## src/rtl/pipe_pkg.sv

```systemverilog
// Shared fetch-pipe types: opcode/width constants and the prefetch queue entry.
package pipe_pkg;
  localparam int IW = 8;
  localparam int AW = 8;
  localparam logic [1:0] OP_JUMP = 2'b11;

  typedef struct packed {
    logic [IW-1:0] instr;
    logic [AW-1:0] pc;
  } fifo_entry_t;

  function automatic logic is_jump(input logic [IW-1:0] instr);
    return instr[IW-1 -: 2] == OP_JUMP;
  endfunction
endpackage

```

## src/rtl/fetch_fifo.sv

```systemverilog
// DEPTH-entry circular queue with flush; head read combinationally from storage.
module fetch_fifo
  import pipe_pkg::*;
#(
  parameter int DEPTH = 4,
  localparam int PW = $clog2(DEPTH),
  localparam int CW = PW + 1
) (
  input  logic        clk_i,
  input  logic        reset_i,
  input  logic        push_i,
  input  fifo_entry_t push_dat_i,
  input  logic        pop_i,
  input  logic        flush_i,
  output logic        full_o,
  output logic        empty_o,
  output logic [CW-1:0] count_o,
  output fifo_entry_t head_o
);
  fifo_entry_t   mem_q [DEPTH];
  logic [PW-1:0] wr_ptr_q, rd_ptr_q;
  logic [CW-1:0] count_q;
  logic          push_ok, pop_ok;

  assign full_o  = (count_q == CW'(DEPTH));
  assign empty_o = (count_q == '0);
  assign count_o = count_q;
  assign head_o  = mem_q[rd_ptr_q];

  // A push into a full queue is legal only when the head leaves the same cycle.
  assign pop_ok  = pop_i && !empty_o;
  assign push_ok = push_i && (!full_o || pop_ok);

  always_ff @(posedge clk_i) begin
    if (reset_i || flush_i) begin
      wr_ptr_q <= '0;
      rd_ptr_q <= '0;
      count_q  <= '0;
    end else begin
      if (push_ok) wr_ptr_q <= wr_ptr_q + 1'b1;
      if (pop_ok)  rd_ptr_q <= rd_ptr_q + 1'b1;
      count_q <= count_q + CW'(push_ok) - CW'(pop_ok);
    end
  end

  always_ff @(posedge clk_i) begin
    if (push_ok) mem_q[wr_ptr_q] <= push_dat_i;
  end
endmodule

```

## src/rtl/fetch_prefetch_queue.sv

```systemverilog
// Sequential instruction prefetcher feeding a credit-checked queue, with redirect flush.
// Optional jump predecode on returned data is enabled by FETCH_JUMP_PREDECODE_EN.
module fetch_prefetch_queue
  import pipe_pkg::*;
#(
  parameter int            DEPTH    = 4,
  parameter logic [AW-1:0] RESET_PC = 8'h00
) (
  input  logic          clk,
  input  logic          reset,
  output logic          imem_en,
  output logic [AW-1:0] imem_addr,
  input  logic [IW-1:0] imem_rdata,
  output logic          out_valid,
  input  logic          out_ready,
  output logic [IW-1:0] out_instr,
  output logic [AW-1:0] out_pc,
  input  logic          redirect_valid,
  input  logic [AW-1:0] redirect_pc
);
  localparam int CW = $clog2(DEPTH) + 1;
  localparam logic [CW:0] DEPTH_W = (CW+1)'(DEPTH);

  logic [AW-1:0] fetch_pc_q, fetch_pc_d;
  logic          inflight_vld_q, inflight_epoch_q, epoch_q, epoch_d;
  logic [AW-1:0] inflight_addr_q;
  logic          accept, push, pop, issue, jump_take;
  logic          fifo_full, fifo_empty;
  logic [CW-1:0] fifo_count;
  logic [CW:0]   occ_after;
  fifo_entry_t   head, push_dat;

  assign pop       = out_valid && out_ready;
  assign accept    = inflight_vld_q && (inflight_epoch_q == epoch_q) && !reset && !redirect_valid;
  assign push      = accept && !fifo_full;
  assign push_dat  = '{instr: imem_rdata, pc: inflight_addr_q};
  assign epoch_d   = epoch_q ^ redirect_valid;

  // Credit: queued + in-flight, less the head leaving now, must leave room for one more.
  assign occ_after = {1'b0, fifo_count} + {{CW{1'b0}}, inflight_vld_q} - {{CW{1'b0}}, pop};
  assign issue     = !reset && !redirect_valid && (occ_after < DEPTH_W);

`ifdef FETCH_JUMP_PREDECODE_EN
  assign jump_take = accept && is_jump(imem_rdata);
`else
  assign jump_take = 1'b0;
`endif

  always_comb begin
    fetch_pc_d = fetch_pc_q;
    if (issue)          fetch_pc_d = fetch_pc_q + 1'b1;
    if (jump_take)      fetch_pc_d = {inflight_addr_q[AW-1 -: 2], imem_rdata[5:0]};
    if (redirect_valid) fetch_pc_d = redirect_pc;
  end

  always_ff @(posedge clk) begin
    if (reset) begin
      fetch_pc_q       <= RESET_PC;
      inflight_vld_q   <= 1'b0;
      inflight_addr_q  <= '0;
      inflight_epoch_q <= 1'b0;
      epoch_q          <= 1'b0;
    end else begin
      fetch_pc_q       <= fetch_pc_d;
      // A fetch issued alongside a taken jump is on the wrong path.
      inflight_vld_q   <= issue && !jump_take;
      inflight_addr_q  <= fetch_pc_q;
      inflight_epoch_q <= epoch_d;
      epoch_q          <= epoch_d;
    end
  end

  fetch_fifo #(.DEPTH(DEPTH)) u_fifo (
    .clk_i     (clk),
    .reset_i   (reset),
    .push_i    (push),
    .push_dat_i(push_dat),
    .pop_i     (pop),
    .flush_i   (redirect_valid),
    .full_o    (fifo_full),
    .empty_o   (fifo_empty),
    .count_o   (fifo_count),
    .head_o    (head)
  );

  assign imem_en   = issue;
  assign imem_addr = fetch_pc_q;
  assign out_valid = !fifo_empty && !reset;
  assign out_instr = out_valid ? head.instr : '0;
  assign out_pc    = out_valid ? head.pc    : '0;
endmodule

```

## config.mk

```make
export PLATFORM = sky130hd
export DESIGN_NAME = fetch_prefetch_queue
export DESIGN_NICKNAME = d
export VERILOG_FILES = /design/src/rtl/pipe_pkg.sv /design/src/rtl/fetch_fifo.sv /design/src/rtl/fetch_prefetch_queue.sv
export SDC_FILE = /design/constraint.sdc
export NUM_CORES = 1
export LEC_CHECK = 0
export CORE_ASPECT_RATIO = 1.2
export CORE_UTILIZATION = 45
export CTS_CLUSTER_SIZE = 8
export DETAILED_ROUTE_END_ITERATION = 8
export PLACE_DENSITY = 0.67
export SKIP_LAST_GASP = 1
export SLEW_MARGIN = 30
export SYNTH_ARGS = -nofsm -noshare
export SYNTH_HDL_FRONTEND = slang
export SYNTH_HIERARCHICAL = 1
export SYNTH_SLANG_ARGS = --single-unit
```

## constraint.sdc

```tcl
create_clock -name clk -period 9.8 [get_ports clk]
set_input_delay 1.96 -clock clk [delete_from_list [all_inputs] [get_ports clk]]
set_output_delay 1.96 -clock clk [all_outputs]
set_load 0.005 [all_outputs]
```

==> impl_metrics.ini <==
[cts]
ctsRootBufferMaster = clkbuf_8
cts_made_buffers = 9
cts_tree = built
cts-htree-levels = 3
clkSinkCount = 90
cts_hold_buf = 0
clockBufferDepth = 2
clk_pin_slew_ns = 0.08
cts_setup_buffers = 0
ctsResizeCount = 0
worstSkewPairLatency_ns = 0.35

[synth]
synth_xor_area_frac = 0.0262
muxShareOfSynthArea = 0.106
synth_area_mm2 = 0.00367
avgSynthCellArea_um2 = 15.6
synthFlopType = edfxtp_1
synth.top_cells.by_area = edfxtp_1 (52%), dfxtp_1 (14%), mux4_2 (9.8%)
synth_compound_area_frac = 0.0371
ys_ff_latch = 90
synth_fp_nets = 265
yosys.area_share.simple = 0.107
async_flop_share = 0
ys_seq_area_frac = 0.665
synth.most_common_cell = edfxtp_1
yosysWarnings = 6
yosys.area.top_type_share = 0.523
synthCells = 235
synth_top_family_by_area = simple AND/OR/NAND/NOR gates
yosysTopAreaCell = edfxtp_1
synth_edf_count = 64
synth_fa_ha_area_frac = 0.0361
synth_common_cells = edfxtp_1 (64), dfxtp_1 (26), and2_1 (19), mux4_2 (16)
synthDistinctLibCells = 40

[setup_path]
regToRegEndpoint = imem_addr[3]$_SDFFE_PP0P_
slowest_stage = clkdlybuf4s50_1
critPathMaxStageDelay_ns = 0.53
critPathCaptureType = output pin
arrival_ns = 5.14
reg2regPathDepth = 11
worstSetupPathDepth = 12
cp.buffers_inverters = 4
cp_top_family = simple AND/OR/NAND/NOR gates
crit_path_start = reset
critPathMaxFanout = 26
r2r-start = u_fifo/count_o[1]$_SDFF_PP0_
cp.required_ns = 7.84
critPathLaunchType = input pin
critical_path.endpoint = imem_en
reg2reg_slack_ns = 6.66
path_class = input pin to output pin
crit_chain = clkdlybuf4s50_1 > buf_4 > nor2_1 > and2_1 > ha_1 > inv_1 > ha_1 > and3b_1 > or4_4 > and2_0 > nor3_1 > clkdlybuf4s50_1

[detailed_routing]
wirelength_mm = 6.03
detail_route.drc_violations = 6
viasPerCell = 5.29
dr.pass1.iters = 8
first_iter_violations = 110
ant_nets = 0
wl_per_cell_um = 15.8
dr_total_vias = 2021

[final_layout]
layout.cells.non_filler = 382
n_antenna_cell = 0
final_core_util = 0.573
final_area_mm2 = 0.00447
nets = 315
drive_above_1_share = 0.138
area_delta_synth_final_pct = 21.6
fillCellCount = 644

[floorplanning]
die_area_mm2 = 0.00853
rows = 35
die_w_um = 84.5
io_pins = 46
fp.dieH_um = 101
core_area_mm2 = 0.00779
start_util = 0.471

[timing]
fin_crit_sh = 0.724
setup_ws_ns = 2.70
fmax_mhz = 141
tightest_slew_ns = 0.887
period_minus_slack_ns = 7.10
grt_setup_unrepaired = false
setup_tns_ns = 0
final-max-slew-violation-count = 0
slew_headroom = 0.408
setup_viol = 0
finalHoldViolCount = 0
finalClockSkew_ns = 0.00934
whs_ns = 0.483

[global_routing]
grt_pass1_wl_mm = 10.1
grt_max_degree = 27
grt_pass1_vias = 2046
gr-total-overflow = 0
antenna_found_initial = 0
track_usage = 0.157

[power_and_ir_drop]
totalPowerFinal_mw = 0.738
ir_drop_v = 0.0000643
leakagePower_nw = 1.52
power.density_mw_per_mm2 = 165

[placed_design]
place.gp.congestion = 0.816
hpwlAfterDp_mm = 3.93
portBuffers = 45
place_area_mm2 = 0.00422
dp.cells = 366
place_ws_ns = 2.72

[status]
status = finished with violations
violations = design-rule violations

[hold_path]
hold_path_class = flop to flop

[flow_run]
cap_violations = 0
==> sequential cells by signal, indices dropped and copies added, names as in the netlist, named ones only <==
signal           flops
u_fifo/rd_ptr_q      2
inflight_vld_q       1
u_fifo/mem_q        64
u_fifo/wr_ptr_q      2
imem_addr            8
inflight_addr_q      8
u_fifo/count_o       3
==> worst min-delay path by stage <==
| stage | start | end | cells after the start |
|---|---|---|---|
| 6_report | inflight_addr_q[0]$_SDFF_PP0_ | u_fifo/mem_q[2][0]$_DFFE_PP_ | 0 |
| 5_1_grt | inflight_addr_q[7]$_SDFF_PP0_ | u_fifo/mem_q[1][7]$_DFFE_PP_ | 0 |
| 4_1_cts | inflight_addr_q[7]$_SDFF_PP0_ | u_fifo/mem_q[3][7]$_DFFE_PP_ | 0 |
| 3_5_place_dp | inflight_addr_q[7]$_SDFF_PP0_ | u_fifo/mem_q[2][7]$_DFFE_PP_ | 0 |
| 3_3_place_gp | inflight_addr_q[4]$_SDFF_PP0_ | u_fifo/mem_q[2][4]$_DFFE_PP_ | 0 |
| 2_1_floorplan | inflight_addr_q[0]$_SDFF_PP0_ | u_fifo/mem_q[0][0]$_DFFE_PP_ | 0 |
==> cell families after synthesis <==
group,count (synthesis)
AND/OR/NAND/NOR,67
buffers and inverters,19
multiplexers,19
XOR/XNOR,11
flip-flops,90
adder cells (fa/ha/maj),10
AO/OA/AOI/OAI,19
==> layer usage <==
layer	track usage	vias up	routed length [µm]
li1	-	981	-
met1	0.189	982	2550
met2	0.271	47	3100
met3	0.0377	11	236
met4	0.0717	0	139
met5	0	-	0
==> final cells by class <==
cell class	count	area, µm²	share of cell area
flip-flops and latches	90	2440	0.547
multi-input cells	126	1150	0.257
repair buffers	49	480	0.108
clock buffers	11	163	0.0364
well taps	92	115	0.0258
clock inverters	5	82.6	0.0185
inverters	9	33.8	0.00756
==> layout by cell type (no fill, tap or decap), types with 4 or more instances in the layout <==
master           count
edfxtp_1            64
clkdlybuf4s50_1     45
inv_1                9
nand2_1              9
xnor2_1              7
xor2_1               4
nor2_1               6
mux4_2              16
a211oi_1             6
nand3_1              4
clkbuf_8            10
and2_1              19
ha_1                 9
and3_1               4
nor2b_1              8
dfxtp_1             26
buf_4                4
nor3_1               7
==> report_power, final <==
| part | switching (mW) | internal (mW) |
|---|---|---|
| Combinational | 0.0119 | 0.0184 |
| Clock | 0.123 | 0.167 |
| Sequential | 0.00561 | 0.412 |
| Total | 0.140 | 0.598 |
Note: power is estimated with default switching activity, not from simulation.
==> edit, RTL diff (same settings) <==
`DEPTH` is set to 4 in 2 places; all go to 8.
--- a/src/rtl/fetch_fifo.sv
+++ b/src/rtl/fetch_fifo.sv
@@ -4,3 +4,3 @@
 #(
-  parameter int DEPTH = 4,
+  parameter int DEPTH = 8,
   localparam int PW = $clog2(DEPTH),
--- a/src/rtl/fetch_prefetch_queue.sv
+++ b/src/rtl/fetch_prefetch_queue.sv
@@ -5,3 +5,3 @@
 #(
-  parameter int            DEPTH    = 4,
+  parameter int            DEPTH    = 8,
   parameter logic [AW-1:0] RESET_PC = 8'h00
Formal check against the unedited RTL: not equivalent (Yosys sat finds a counterexample within 10 cycles, from zero or initial values and one cycle with reset high).
==> edit against the unedited design <==
The flow still finishes with violations (design-rule violations); sequential cell count is 68 higher; combinational power up 13%; sequential power is 76% higher; setup slack lost 0.41 ns; power up 93%; cell area up 76%; clock power up 130%; count of clock-buffer cells in the layout increased by 9; area after synthesis up 78%; wire length up 92%; via count rose by 68%; critical path type unchanged; largest power group unchanged; highest routed layer unchanged.
==> edit: results (changes against the unedited design) <==
[min_path]
holdCritStartpoint=u_fifo/rd_ptr_q[1]
holdPathStages=2  ; +2

[power]
p_leak_nw=2.58  ; +70%

[detailed_routing]
vias=3387  ; +68%
drtIter0Drc=212  ; +93%
drc=4  ; -2
wl_per_cell_um=18.6  ; +18%

[clock_tree]
root_buffer=clkbuf_16
insertion_delay_ns=0.41  ; +0.06 ns
numCtsBuffers=17  ; +8
htreeDepth=4  ; +1

[global_route]
grt_pass1_vias=3571  ; +75%
grt_max_degree=33  ; +22%

[timing]
min_period_ns=7.51  ; +0.409 ns

[placed_design]
dpl_worst_slack_ns=2.27  ; -0.450 ns
hpwl_um=6880  ; +75%

[synthesis]
synth_common_cells=128 x edfxtp_1, 30 x dfxtp_1, 28 x mux4_1, 18 x and2_1, 16 x mux2_2
netlist_top_cells_area=edfxtp_1 59%, mux4_1 11%, dfxtp_1 9.2%
synth_nets=411  ; +55%
seq_area_frac_synth=0.678  ; +0.0130

[worst_setup_path]
worstPathMaxFanout=25  ; -3.8%
regToRegSetupSlack_ns=6.01  ; -0.65 ns
reg2reg_from=u_fifo/count_o[2]
worstPathArrival_ns=5.55  ; +0.41 ns

[outcome]
status=complete, but fails checks
violations=design-rule violations

[final_layout]
largest_register_ffs=128  ; +100%
final_nets=471  ; +50%

[edit: cell count changes after synthesis, sizes merged, moves of 6 or more]
cell	unedited run	this run
a21oi	3	10
edfxtp	64	128
inv	9	15
mux2	0	16
mux4	16	32
nor2	6	15
o21ai	0	6
or3	0	6
[edit: worst max path at each step]
stage,endpoint,cells after the start
2_1_floorplan,imem_en,9
3_3_place_gp,imem_en,12
3_5_place_dp,imem_en,12
4_1_cts,imem_en,12
5_1_grt,imem_en,12
6_report,imem_en,12
[edit: kinds of logic after synthesis]
| logic type | after synthesis | synth area share |
|---|---|---|
| AO/OA/AOI/OAI | 32 | 0.0307 |
| XOR/XNOR | 8 | 0.0107 |
| adder cells (fa/ha/maj) | 13 | 0.0260 |
| buffers and inverters | 29 | 0.0214 |
| flip-flops | 158 | 0.678 |
| multiplexers | 53 | 0.161 |
| AND/OR/NAND/NOR | 85 | 0.0723 |
[edit: metrics by stage]
stage	instances	utilization
6_report	622	0.561
5_1_grt	622	0.561
4_1_cts	622	0.561
3_5_place_dp	590	0.518
3_3_place_gp	590	0.517
2_1_floorplan	378	-
[edit: final cells by class]
class                   instances  area (um^2)
inverters                      15         56.3
fillers                      1105         6150
repair buffers                 55          526
clock buffers                  20          437
flip-flops and latches        158         4450
well taps                     171          214
multi-input cells             191         2010
clock inverters                12          160
[edit: routing by layer]
metal	part of all wire	wire length [um]	GRT usage
met5	0	0	0
met4	0.0058	67	0.0504
met3	0.043	494	0.0493
met2	0.52	5970	0.293
met1	0.44	5050	0.208
[edit: critical path, cell delays in order]
cell and delay, ns:
clkdlybuf4s50_1 1.00, nor2_1 0.11, buf_4 0.23, and2_1 0.22, ha_1 0.20, inv_1 0.05, ha_1 0.21, and4b_4 0.21
nor4_1 0.48, nor2_1 0.16, nor3_1 0.16, clkdlybuf4s50_1 0.54
[edit: power breakdown]
group | switching (mW) | leakage [nW] | total, mW | internal (mW)
registers | 0.00740 | 1.41 | 0.737 | 0.730
clock network | 0.252 | 0.277 | 0.654 | 0.402
logic | 0.0149 | 0.888 | 0.0341 | 0.0193
total | 0.274 | 2.58 | 1.43 | 1.15
